[src/rtl/input_shift_register.sv]
// ---------------------------------------------------------------------------
// input_shift_register
//
// Receive-side shift register of a PIO state machine. IN instructions shift
// bits from the selected source into the 32-bit ISR. PUSH, or autopush at a
// threshold, moves the ISR into the RX FIFO. While a push cannot complete,
// stall tells the fsm to hold its PC and present the same instruction again.
//
// Ports
//   clk, rst             clock; asynchronous active-high reset
//   data_in              IN-source bits, LSB-aligned
//   shift_en/shift_count IN instruction; count 0 = no-op, >WIDTH clamps
//   shiftdir             0 = left (new bits enter LSB), 1 = right (enter MSB)
//   autopush/push_thresh autopush enable; threshold 0 means WIDTH
//   push_en/push_block   explicit PUSH; block (1) or drop (0) when FIFO full
//   mov/mov_in           01 load ISR from mov_in, 10 clear ISR, else none
//   mov_out, fifo_data   both equal isr
//   fifo_full/fifo_push  RX FIFO handshake (see below)
//   stall                fsm must hold PC and re-present the instruction
//   isr                  current shift register
//   input_shift_counter  bits accumulated, 0..WIDTH, saturating
//   fsm_state            FSM state for observation: 0 = IDLE, 1 = WAIT
//
// FIFO handshake: fifo_push acts as valid and !fifo_full acts as ready.
// fifo_push is asserted only when fifo_full is low, so every clk edge that
// sees fifo_push=1 is a completed transfer. On that edge the FIFO captures
// fifo_data, and the ISR and counter clear. fifo_push never waits for ready.
// ---------------------------------------------------------------------------
module input_shift_register #(
    parameter int WIDTH = 32
) (
    input  logic             clk,
    input  logic             rst,
    input  logic [WIDTH-1:0] data_in,
    input  logic             shift_en,
    input  logic [5:0]       shift_count,
    input  logic             shiftdir,
    input  logic             autopush,
    input  logic [5:0]       push_thresh,
    input  logic             push_en,
    input  logic             push_block,
    input  logic [1:0]       mov,
    input  logic [WIDTH-1:0] mov_in,
    output logic [WIDTH-1:0] mov_out,
    input  logic             fifo_full,
    output logic             fifo_push,
    output logic [WIDTH-1:0] fifo_data,
    output logic             stall,
    output logic [WIDTH-1:0] isr,
    output logic [5:0]       input_shift_counter,
    output logic             fsm_state
);

    typedef enum logic {
        IDLE = 1'b0,
        WAIT = 1'b1
    } state_t;

    state_t           state, state_d;
    logic [WIDTH-1:0] isr_d;
    logic [5:0]       cnt_d;

    logic [5:0]       thr_eff;
    logic [5:0]       n;
    logic [6:0]       cnt_sum;
    logic             auto_pending;
    logic             mov_active;
    logic             push_req;
    logic [WIDTH-1:0] shifted;

    assign mov_out   = isr;
    assign fifo_data = isr;
    assign fsm_state = state;

    always_comb begin
        thr_eff = push_thresh;
        if (push_thresh == 6'd0 || push_thresh > 6'(WIDTH)) begin
            thr_eff = 6'(WIDTH);
        end
        n = shift_count;
        if (shift_count > 6'(WIDTH)) begin
            n = 6'(WIDTH);
        end
    end

    assign auto_pending = autopush && (input_shift_counter >= thr_eff);
    assign mov_active   = (mov == 2'b01) || (mov == 2'b10);
    // A MOV in the same cycle takes priority over PUSH. The PUSH is then
    // dropped entirely, so it must not strobe the FIFO or raise stall.
    assign push_req     = (state == IDLE) && !auto_pending && !mov_active && push_en;
    assign cnt_sum      = {1'b0, input_shift_counter} + {1'b0, n};

    // Both outputs are held low during reset, even if a PUSH is presented.
    assign fifo_push = !rst && !fifo_full &&
                       ((state == WAIT) || auto_pending || push_req);
    assign stall     = !rst &&
                       ((state == WAIT) || auto_pending ||
                        (push_req && push_block && fifo_full));

    // Shift datapath. This path is used only for 0 < n < WIDTH. A full-width
    // shift replaces the ISR outright, so it needs no out-of-range shift.
    always_comb begin
        shifted = '0;
        if (!shiftdir) begin
            shifted = (isr << n) | (data_in & ~({WIDTH{1'b1}} << n));
        end else begin
            shifted = (isr >> n) | (data_in << (6'(WIDTH) - n));
        end
    end

    always_comb begin
        state_d = state;
        isr_d   = isr;
        cnt_d   = input_shift_counter;
        if (fifo_push) begin
            state_d = IDLE;
            isr_d   = '0;
            cnt_d   = '0;
        end else if (state == IDLE && !auto_pending) begin
            if (mov == 2'b01) begin
                isr_d = mov_in;
                cnt_d = '0;
            end else if (mov == 2'b10) begin
                isr_d = '0;
                cnt_d = '0;
            end else if (push_en) begin
                // The not-full case was already taken by fifo_push above.
                if (push_block) begin
                    state_d = WAIT;
                end else begin
                    isr_d = '0;
                    cnt_d = '0;
                end
            end else if (shift_en && n != 6'd0) begin
                isr_d = (n == 6'(WIDTH)) ? data_in : shifted;
                cnt_d = (cnt_sum > 7'(WIDTH)) ? 6'(WIDTH) : cnt_sum[5:0];
            end
        end
    end

    always_ff @(posedge clk or posedge rst) begin
        if (rst) begin
            state               <= IDLE;
            isr                 <= '0;
            input_shift_counter <= '0;
        end else begin
            state               <= state_d;
            isr                 <= isr_d;
            input_shift_counter <= cnt_d;
        end
    end

endmodule

[config.mk]
export PLATFORM = sky130hd
export DESIGN_NAME = input_shift_register
export DESIGN_NICKNAME = d
export VERILOG_FILES = /design/src/rtl/input_shift_register.sv
export SDC_FILE = /design/constraint.sdc
export NUM_CORES = 1
export LEC_CHECK = 0
export CELL_PAD_IN_SITES_DETAIL_PLACEMENT = 1
export CELL_PAD_IN_SITES_GLOBAL_PLACEMENT = 2
export CORE_ASPECT_RATIO = 2
export CORE_MARGIN = 1.5
export CORE_UTILIZATION = 32
export DETAILED_ROUTE_END_ITERATION = 10
export GPL_TIMING_DRIVEN = 0
export PLACE_DENSITY = 0.81
export SKIP_LAST_GASP = 1
export SLEW_MARGIN = 10
export SYNTH_ARGS = -nofsm -noshare
export SYNTH_HDL_FRONTEND = slang
export SYNTH_SLANG_ARGS = --single-unit
[constraint.sdc]
create_clock -name clk -period 3.5 [get_ports clk]
set_input_delay 0.875 -clock clk [delete_from_list [all_inputs] [get_ports clk]]
set_output_delay 0.875 -clock clk [all_outputs]
set_load 0.02 [all_outputs]
==> results of run 1 <==
## final cells by class
| cell class | instances | area share [%] |
|---|---|---|
| multi-input cells | 751 | 56.9 |
| repair buffers | 270 | 20.0 |
| plain buffers | 163 | 9.92 |
| flip-flops and latches | 39 | 7.48 |
| well taps | 348 | 3.34 |
| clock buffers | 5 | 0.959 |
| inverters | 24 | 0.786 |
| clock inverters | 3 | 0.518 |
| diodes | 2 | 0.0384 |
## sequential cells by signal, summed over array words and instances, names as in the netlist
name                 flops
fsm_state                1
input_shift_counter      6
fifo_data               32
## power groups by stage
stage	Sequential (mW)	Combinational [mW]	Clock, mW
2_1_floorplan	1.04	2.69	0
3_3_place_gp	1.07	5.07	0
3_5_place_dp	1.08	5.11	0
4_1_cts	1.08	5.51	0.660
5_1_grt	1.11	5.98	0.671
6_report	1.10	5.87	0.663
## how the worst min path moves through the flow
stage                                 from                      to  slack, ns
floorplan           input_shift_counter[5]  input_shift_counter[5]       0.63
global placement    input_shift_counter[0]  input_shift_counter[0]       0.57
detailed placement  input_shift_counter[3]  input_shift_counter[3]       0.57
CTS                 input_shift_counter[3]  input_shift_counter[3]       0.58
global route        input_shift_counter[3]  input_shift_counter[3]       0.62
finish              input_shift_counter[3]  input_shift_counter[3]       0.58
## critical path: stages
cell      delay, ns
buf_12         0.11
nor2b_4        0.11
buf_8          0.14
buf_12         0.11
buf_12         0.10
buf_16         0.12
buf_12         0.14
mux4_2         0.52
mux2i_1        0.51
o22ai_1        0.31
nor3_2         0.32
a211oi_4       0.09
a221o_1        0.32
## routing by layer
metal	wire, µm	up-vias
li1	-	4436
met1	20700	5755
met2	32200	1022
met3	5760	473
met4	8960	0
met5	0	-
## what timing repair did
item,CTS,global route
resized for setup,253,77
pin swaps,39,27
setup endpoints to repair,40,40
cloned,2,1
buffers inserted,45,30
## synthesized netlist by cell type, types with 3 or more instances
cell | n | area share [%]
a2111oi_0 | 6 | 0.61
a211oi_1 | 16 | 1.4
a21boi_0 | 3 | 0.26
a21o_1 | 6 | 0.52
a21oi_1 | 53 | 3.1
a221o_1 | 9 | 1.0
a221oi_1 | 15 | 1.5
a222oi_1 | 12 | 1.4
a22o_1 | 6 | 0.61
a22oi_1 | 20 | 1.7
a31oi_1 | 9 | 0.65
a32oi_1 | 4 | 0.40
and2_1 | 5 | 0.36
buf_1 | 9 | 0.39
buf_2 | 22 | 1.3
buf_4 | 72 | 6.2
clkbuf_1 | 68 | 2.9
clkinv_1 | 3 | 0.13
dfrtp_1 | 39 | 11
ha_1 | 18 | 2.6
inv_1 | 19 | 0.82
mux2_2 | 7 | 0.91
mux2i_1 | 72 | 8.3
mux4_2 | 99 | 26
nand2_1 | 80 | 3.5
nand2b_1 | 11 | 0.79
nand3_1 | 21 | 1.2
nand3b_1 | 4 | 0.35
nand4_1 | 3 | 0.22
nor2_1 | 45 | 1.9
nor2b_1 | 6 | 0.43
nor3_1 | 17 | 0.98
nor3b_1 | 6 | 0.52
nor4_1 | 4 | 0.29
o2111a_1 | 3 | 0.39
o2111ai_1 | 4 | 0.40
o211ai_1 | 16 | 1.4
o21ai_0 | 75 | 4.3
o221ai_1 | 16 | 1.6
o22ai_1 | 20 | 1.4
o31ai_1 | 20 | 1.7
or3_1 | 5 | 0.36
## logic make-up after synthesis
kind of cell | after synthesis | share of synthesized area (%)
compound gates | 333 | 26.5
mux | 178 | 34.9
buf+inv | 197 | 12.1
fa+ha+maj | 19 | 2.82
xor+xnor | 3 | 0.303
simple gates | 218 | 12.1
flops | 39 | 11.2
==> qor_table.md, run 1 <==
| Stage | Result | Reported |
| --- | --- | --- |
| power and ir drop | Switching power | 4.03 mW |
| synthesis | Mapped cell area | 0.00868 mm² |
| worst setup path | Worst path required time | 3.69 ns |
| grt | Global-route wire length before repair | 93.4 mm |
| worst setup path | Critical path endpoint | fifo_data[26] |
| cells and area | Sequential cell area | 976 µm² |
| sta | Fmax | 279 MHz |
| synthesis | Async set-reset flop share out of synthesis | 100% |
| floorplan | Initial core utilization | 32.4% |
| clocking | Bufs on Longest Clock Path | 2 |
| power and ir drop | Power density relative to cell area | 585 mW/mm² |
| synthesis | Number of enable flip-flop cells after synthesis | 0 |
| sta | Clock Skew | 0.00991 ns |
| worst hold path | Type of the worst min-delay path | reg -> reg |
| worst setup path | Number of cells traversed by the worst register-to-register path | 8 |
| clocking | Clock transition time at the flip-flop clock pins of the worst setup and hold paths | 0.07 ns |
| cells and area | Commonest non-fill, non-tap cell in the layout | clkdlybuf4s50_1 |
| grt | Met3 track demand over resource | 11.6% |
| clocking | # clock sinks | 39 |
| synthesis | Number of different library cells in the post-synthesis netlist | 69 |
| routing | Detailed-routing iteration count for the pre-antenna-repair pass | 8 |
| grt | Number of antenna violations at the first check in global routing | 3 |
| sta | # setup viols final | 2 |
| worst setup path | Crit path launch type | input port |
| clocking | Worst-skew pair later-pin latency | 0.32 ns |
| floorplan | Core area | 0.0268 mm² |
| power and ir drop | Peak ir drop on the vdd network | 347 µV |
| sta | Minimum clock period | 3.59 ns |
| routing | Initial DRC Count | 1,610 |
| worst setup path | Start point of the critical path | shift_count[5] |
| grt | Vias in the first global route | 12,000 |
| synthesis | Total of flip-flops plus latches after synthesis | 39 |
| grt | Maximum number of pins on one net before global-route repair | 32 |
| grt | Met2 track utilization from global routing | 78.3% |
| sta | RSZ-0062 raised after global routing | yes |
| job | Number of max-cap violations | 0 |
| floorplan | Die X-Extent | 119 µm |
| synthesis | Mean instance size in the synthesized netlist | 8.80 µm² |
| sta | Relative slew slack | 6.36% |
| grt | Most heavily used metal layer in global routing | met2 |
| power and ir drop | Final Total Pwr | 7.64 mW |
| synthesis | Prevailing post-synth register cell | dfrtp_1 |
| routing | Avg WL per Cell | 42.2 µm |
| grt | Gr ovfl total | 0 |
| floorplan | FP Rows | 85 |
| clocking | TritonCTS clock tree | done |
| clocking | CTS root buffer | clkbuf_16 |
| routing | Antenna viol nets, final | 0 |
| cells and area | Final Instance Area | 0.0130 mm² |
| synthesis | Count of yosys warnings during synthesis | 0 |
| place | Routability-driven placement congestion ratio | 1.10 |
| outcome | Violated checks | negative setup slack |
| worst hold path | Worst hold stages | 1 |
| power and ir drop | Clock power frac | 8.7% |
| place | Instance count after placement with tap cells included | 1,527 |
| sta | Max Slew Vio Count | 0 |
| power and ir drop | Combinational cell fraction of total power | 76.9% |
| worst setup path | Reg-to-reg endpoint | fifo_data[31] |
| worst setup path | RR Startpoint | fifo_data[23] |
| cells and area | Count of placed standard cells in the final layout, fillers left out | 1,605 |
| outcome | Run status | finished, violations left |
| floorplan | Die area | 0.0282 mm² |
| routing | Wire length reported by the detailed router | 67.7 mm |
| power and ir drop | Static leakage | 4.96 nW |
| routing | Vias post-DR | 11,700 |
| grt | Total routing usage reported by global routing | 47.6% |
| place | Number of port buffers | 188 |
| place | Post-placement worst setup slack | -3.00 ns |
| floorplan | Num ports | 191 |
| worst setup path | Setup CP Type | in -> reg |
| routing | DR DRC count | 0 |
| cells and area | Multi-input logic area | 0.00742 mm² |
| sta | Post-Route Setup TNS | -0.129 ns |
| synthesis | Mapped Nets | 1,092 |
| clocking | Hold bufs inserted after CTS | 0 |
| worst setup path | Crit Path Max Fanout | 6 |
| grt | Fraction of met1 tracks used by global routing | 47.6% |
| routing | Post-DR vias/cell | 7.28 |
| sta | Number of hold violations in the final report | 0 |
| clocking | H-Tree Level Count | 2 |
| worst setup path | CP Capture Type | register |
| synthesis | Cell count after synthesis | 987 |
| power and ir drop | Switching Fraction | 52.7% |
| cells and area | Fraction of layout instances using a drive strength above 1 | 35.4% |
| cells and area | Filler Cell Count | 3,050 |
| sta | WHS | 0.582 ns |
| worst setup path | FF-to-FF setup slack | 0.34 ns |
| cells and area | Nets | 1,359 |
| place | Standard cell area after detailed placement | 0.0112 mm² |
| clocking | CTS buffer count | 5 |
| synthesis | Sequential element share of the synthesized area | 11.2% |
| cells and area | Most frequent cells in the layout | clkdlybuf4s50_1 (176), buf_4 (139), mux4_2 (99) |
| floorplan | Overall die height | 236 µm |
| cells and area | Area growth, synth to finish | 50.2% |
| cells and area | Utilization after layout | 48.7% |
| worst setup path | Worst path arrival time | 3.78 ns |
| sta | Worst-case setup margin in the final layout | -0.0888 ns |
| sta | Final period utilization | 103% |
| power and ir drop | Internal power consumption | 3.61 mW |
| power and ir drop | Flop pwr share | 14.5% |
| sta | Transition time at the pin with the least slew margin | 1.39 ns |
| place | Detailed placement HPWL | 52.1 mm |
(Power assumes the default switching activity.)
==> run 2: changes to the inputs <==
--- a/config.mk
+++ b/config.mk
@@ -10,6 +10,7 @@
 export CORE_ASPECT_RATIO = 2
 export CORE_MARGIN = 1.5
 export CORE_UTILIZATION = 32
+export CTS_CLUSTER_DIAMETER = 30
 export DETAILED_ROUTE_END_ITERATION = 10
 export GPL_TIMING_DRIVEN = 0
 export PLACE_DENSITY = 0.81
==> results of run 2 <==
Final layout, timing and power as in run 1 (identical DEF).
==> run 3: changes to the inputs <==
==> constraint.sdc (replaced) <==
create_clock -name clk -period 3.5 [get_ports clk]
set_input_delay 0.875 -clock clk [delete_from_list [all_inputs] [get_ports clk]]
set_output_delay 0.875 -clock clk [all_outputs]
set_load 0.1 [all_outputs]
==> run 3 against run 2 <==
Effect of this change:
- the run still ends with negative setup slack left
- final cell count increased by 0.93%
- count of clock-buffer cells in the layout is the same
- die area is the same
- critical path type unchanged
==> qor_table.md, run 3 (synthesis gave the netlist of run 1 again) <==
| Stage | Result | Reported |
| --- | --- | --- |
| place | Detailed placement HPWL | 52.9 mm |
| floorplan | Initial core utilization | 32.4% |
| routing | M1 WL | 21.0 mm |
| routing | DR DRC count | 0 |
| routing | Met3 layer wire length in the routed design | 6.49 mm |
| worst setup path | Standard cell with the maximum stage delay on the critical path | o211ai_1 |
| cells and area | Filler Cell Count | 3,033 |
| sta | # setup viols final | 9 |
| worst setup path | Setup CP Type | in -> reg |
| clocking | Worst-skew pair later-pin latency | 0.31 ns |
| cells and area | Sequential cell area | 976 µm² |
| power and ir drop | Peak ir drop on the vdd network | 584 µV |
| routing | Detailed route wirelength on metal2 | 33.2 mm |
| place | Routability-driven placement congestion ratio | 1.10 |
| grt | Number of antenna violations at the first check in global routing | 6 |
| cells and area | Count of placed standard cells in the final layout, fillers left out | 1,620 |
| routing | Avg WL per Cell | 42.8 µm |
| floorplan | FP Rows | 85 |
| sta | Transition time at the pin with the least slew margin | 1.40 ns |
| worst setup path | Cell Chain, Critical Path | buf_6 > buf_2 > o31a_1 > or3_1 > clkbuf_4 > buf_4 > mux2_4 > o211ai_1 > a211oi_2 > a221o_1 |
| power and ir drop | Final Total Pwr | 10.4 mW |
| grt | Vias in the first global route | 12,000 |
| cells and area | Area growth, synth to finish | 54.0% |
| cells and area | Fraction of layout instances using a drive strength above 1 | 37.7% |
| floorplan | Core area | 0.0268 mm² |
| clocking | TritonCTS clock tree | done |
| worst setup path | Buf/Inv on CP | 4 |
| clocking | CTS root buffer | clkbuf_16 |
| worst setup path | Crit path launch type | input port |
| place | Number of port buffers | 188 |
| floorplan | Num ports | 191 |
| clocking | CTS buffer count | 5 |
| sta | Relative slew slack | 5.65% |
| cells and area | Commonest non-fill, non-tap cell in the layout | clkdlybuf4s50_1 |
| worst hold path | Type of the worst min-delay path | reg -> reg |
| routing | Antenna viol nets, final | 0 |
| floorplan | Overall die height | 236 µm |
| routing | Detailed-routing iteration count for the pre-antenna-repair pass | 8 |
| sta | RSZ-0062 raised after global routing | yes |
| cells and area | Nets | 1,373 |
| cells and area | Flip-flop count of the largest register, all copies and words added | 32 |
| outcome | Violated checks | negative setup slack |
| sta | Post-Route Setup TNS | -1.29 ns |
| grt | Global-route wire length before repair | 95.9 mm |
| job | Number of max-cap violations | 0 |
| place | Instance count after placement with tap cells included | 1,526 |
| sta | Minimum clock period | 3.94 ns |
| sta | Worst-case setup margin in the final layout | -0.436 ns |
| routing | Highest Signal Layer | met5 |
| sta | Max Slew Vio Count | 0 |
| grt | Total routing usage reported by global routing | 48.3% |
| power and ir drop | Static leakage | 5.05 nW |
| routing | Wire length reported by the detailed router | 69.4 mm |
| place | Post-placement worst setup slack | -2.97 ns |
| outcome | Run status | finished, violations left |
| routing | Vias post-DR | 11,900 |
| floorplan | Die X-Extent | 119 µm |
| worst setup path | Crit Path Max Fanout | 10 |
| grt | Maximum number of pins on one net before global-route repair | 33 |
| floorplan | Die area | 0.0282 mm² |
| routing | Initial DRC Count | 1,550 |
| clocking | Clock transition time at the flip-flop clock pins of the worst setup and hold paths | 0.07 ns |
| sta | Final period utilization | 112% |
| routing | Post-DR vias/cell | 7.34 |
| power and ir drop | Power density relative to cell area | 780 mW/mm² |
| sta | Number of hold violations in the final report | 0 |
| sta | Clock Skew | 0.00621 ns |
| cells and area | Most frequent cells in the layout | clkdlybuf4s50_1 (176), buf_4 (146), mux4_2 (99) |
| worst setup path | Worst path required time | 3.69 ns |
| cells and area | Multi-input logic area | 0.00754 mm² |
| sta | Fmax | 254 MHz |
| worst setup path | CP Capture Type | register |
| clocking | # clock sinks | 39 |
| grt | Gr ovfl total | 0 |
| clocking | Bufs on Longest Clock Path | 2 |
| worst setup path | Worst path arrival time | 4.13 ns |
| clocking | H-Tree Level Count | 2 |
| worst setup path | Largest stage delay on the critical path | 0.84 ns |
| worst setup path | Category of cells accounting for the largest share of critical-path delay | compound AO/OA/AOI/OAI gates |
## run 3: cell types whose count changed in the layout (fill, tap and decap cells not counted), sizes merged
cell           delta
inv               -1
diode             +1
clkdlybuf4s15     -1
clkbuf            -5
clkinvlp          +1
buf              +20
## run 3: timing repair
action | in CTS | in global routing
gates resized for setup | 276 | 95
buffers inserted | 48 | 39
endpoints found under the setup margin | 40 | 39
gates cloned | 1 | 2
pin swaps | 35 | 37
hold buffers | 0 | 0
hold endpoints to repair | 0 | 0
## run 3: power by group
part | total (mW) | switching [mW] | internal (mW) | leakage, nW
Combinational | 8.66 | 6.04 | 2.63 | 4.44
Sequential | 1.11 | 0.518 | 0.595 | 0.514
Clock | 0.655 | 0.245 | 0.410 | 0.0900
Total | 10.4 | 6.80 | 3.63 | 5.05
## run 3: cell type report
type	count	area share, %
diodes	3	0.0561
plain buffers	168	10.3
clock buffers	5	0.936
clock inverters	3	0.505
inverters	24	0.824
multi-input cells	751	56.4
flip-flops and latches	39	7.30
well taps	348	3.26
repair buffers	279	20.4
## run 3: per-layer routing
layer / track usage [%] / vias up
met3: 14.1 / 461
met4: 45.3 / 2
met1: 48.0 / 5888
li1: - / 4453
met5: 0 / -
met2: 79.3 / 1084
## run 3: worst paths after layout
path	end	slack, ns	start	cells after the start
hold / removal	input_shift_counter[5]	0.60	input_shift_counter[5]	2
setup / recovery	fifo_data[26]	-0.44	shift_count[0]	10
min in group asynchronous	fsm_state	1.00	rst	2
max in group asynchronous	input_shift_counter[0]	1.99	rst	3
hold reg to reg	input_shift_counter[5]	0.60	input_shift_counter[5]	2
setup reg to reg	fifo_data[31]	0.18	fifo_data[23]	8
## run 3: stage by stage
step	cell area (µm²)	hold slack (ns)	utilization (%)
6_report	13400	0.602	49.9
2_1_floorplan	8830	0.999	-
4_1_cts	12700	0.600	47.3
3_3_place_gp	11100	0.569	41.6
5_1_grt	13400	0.642	49.9
3_5_place_dp	11200	0.572	41.7
## run 3: worst min-delay path: cells and delay by family, from the launching register on
family	cells	cell delay, ns
AOI/OAI and AO/OA	1	0.07
DFF	1	0.43
and+or+nand+nor	1	0.06
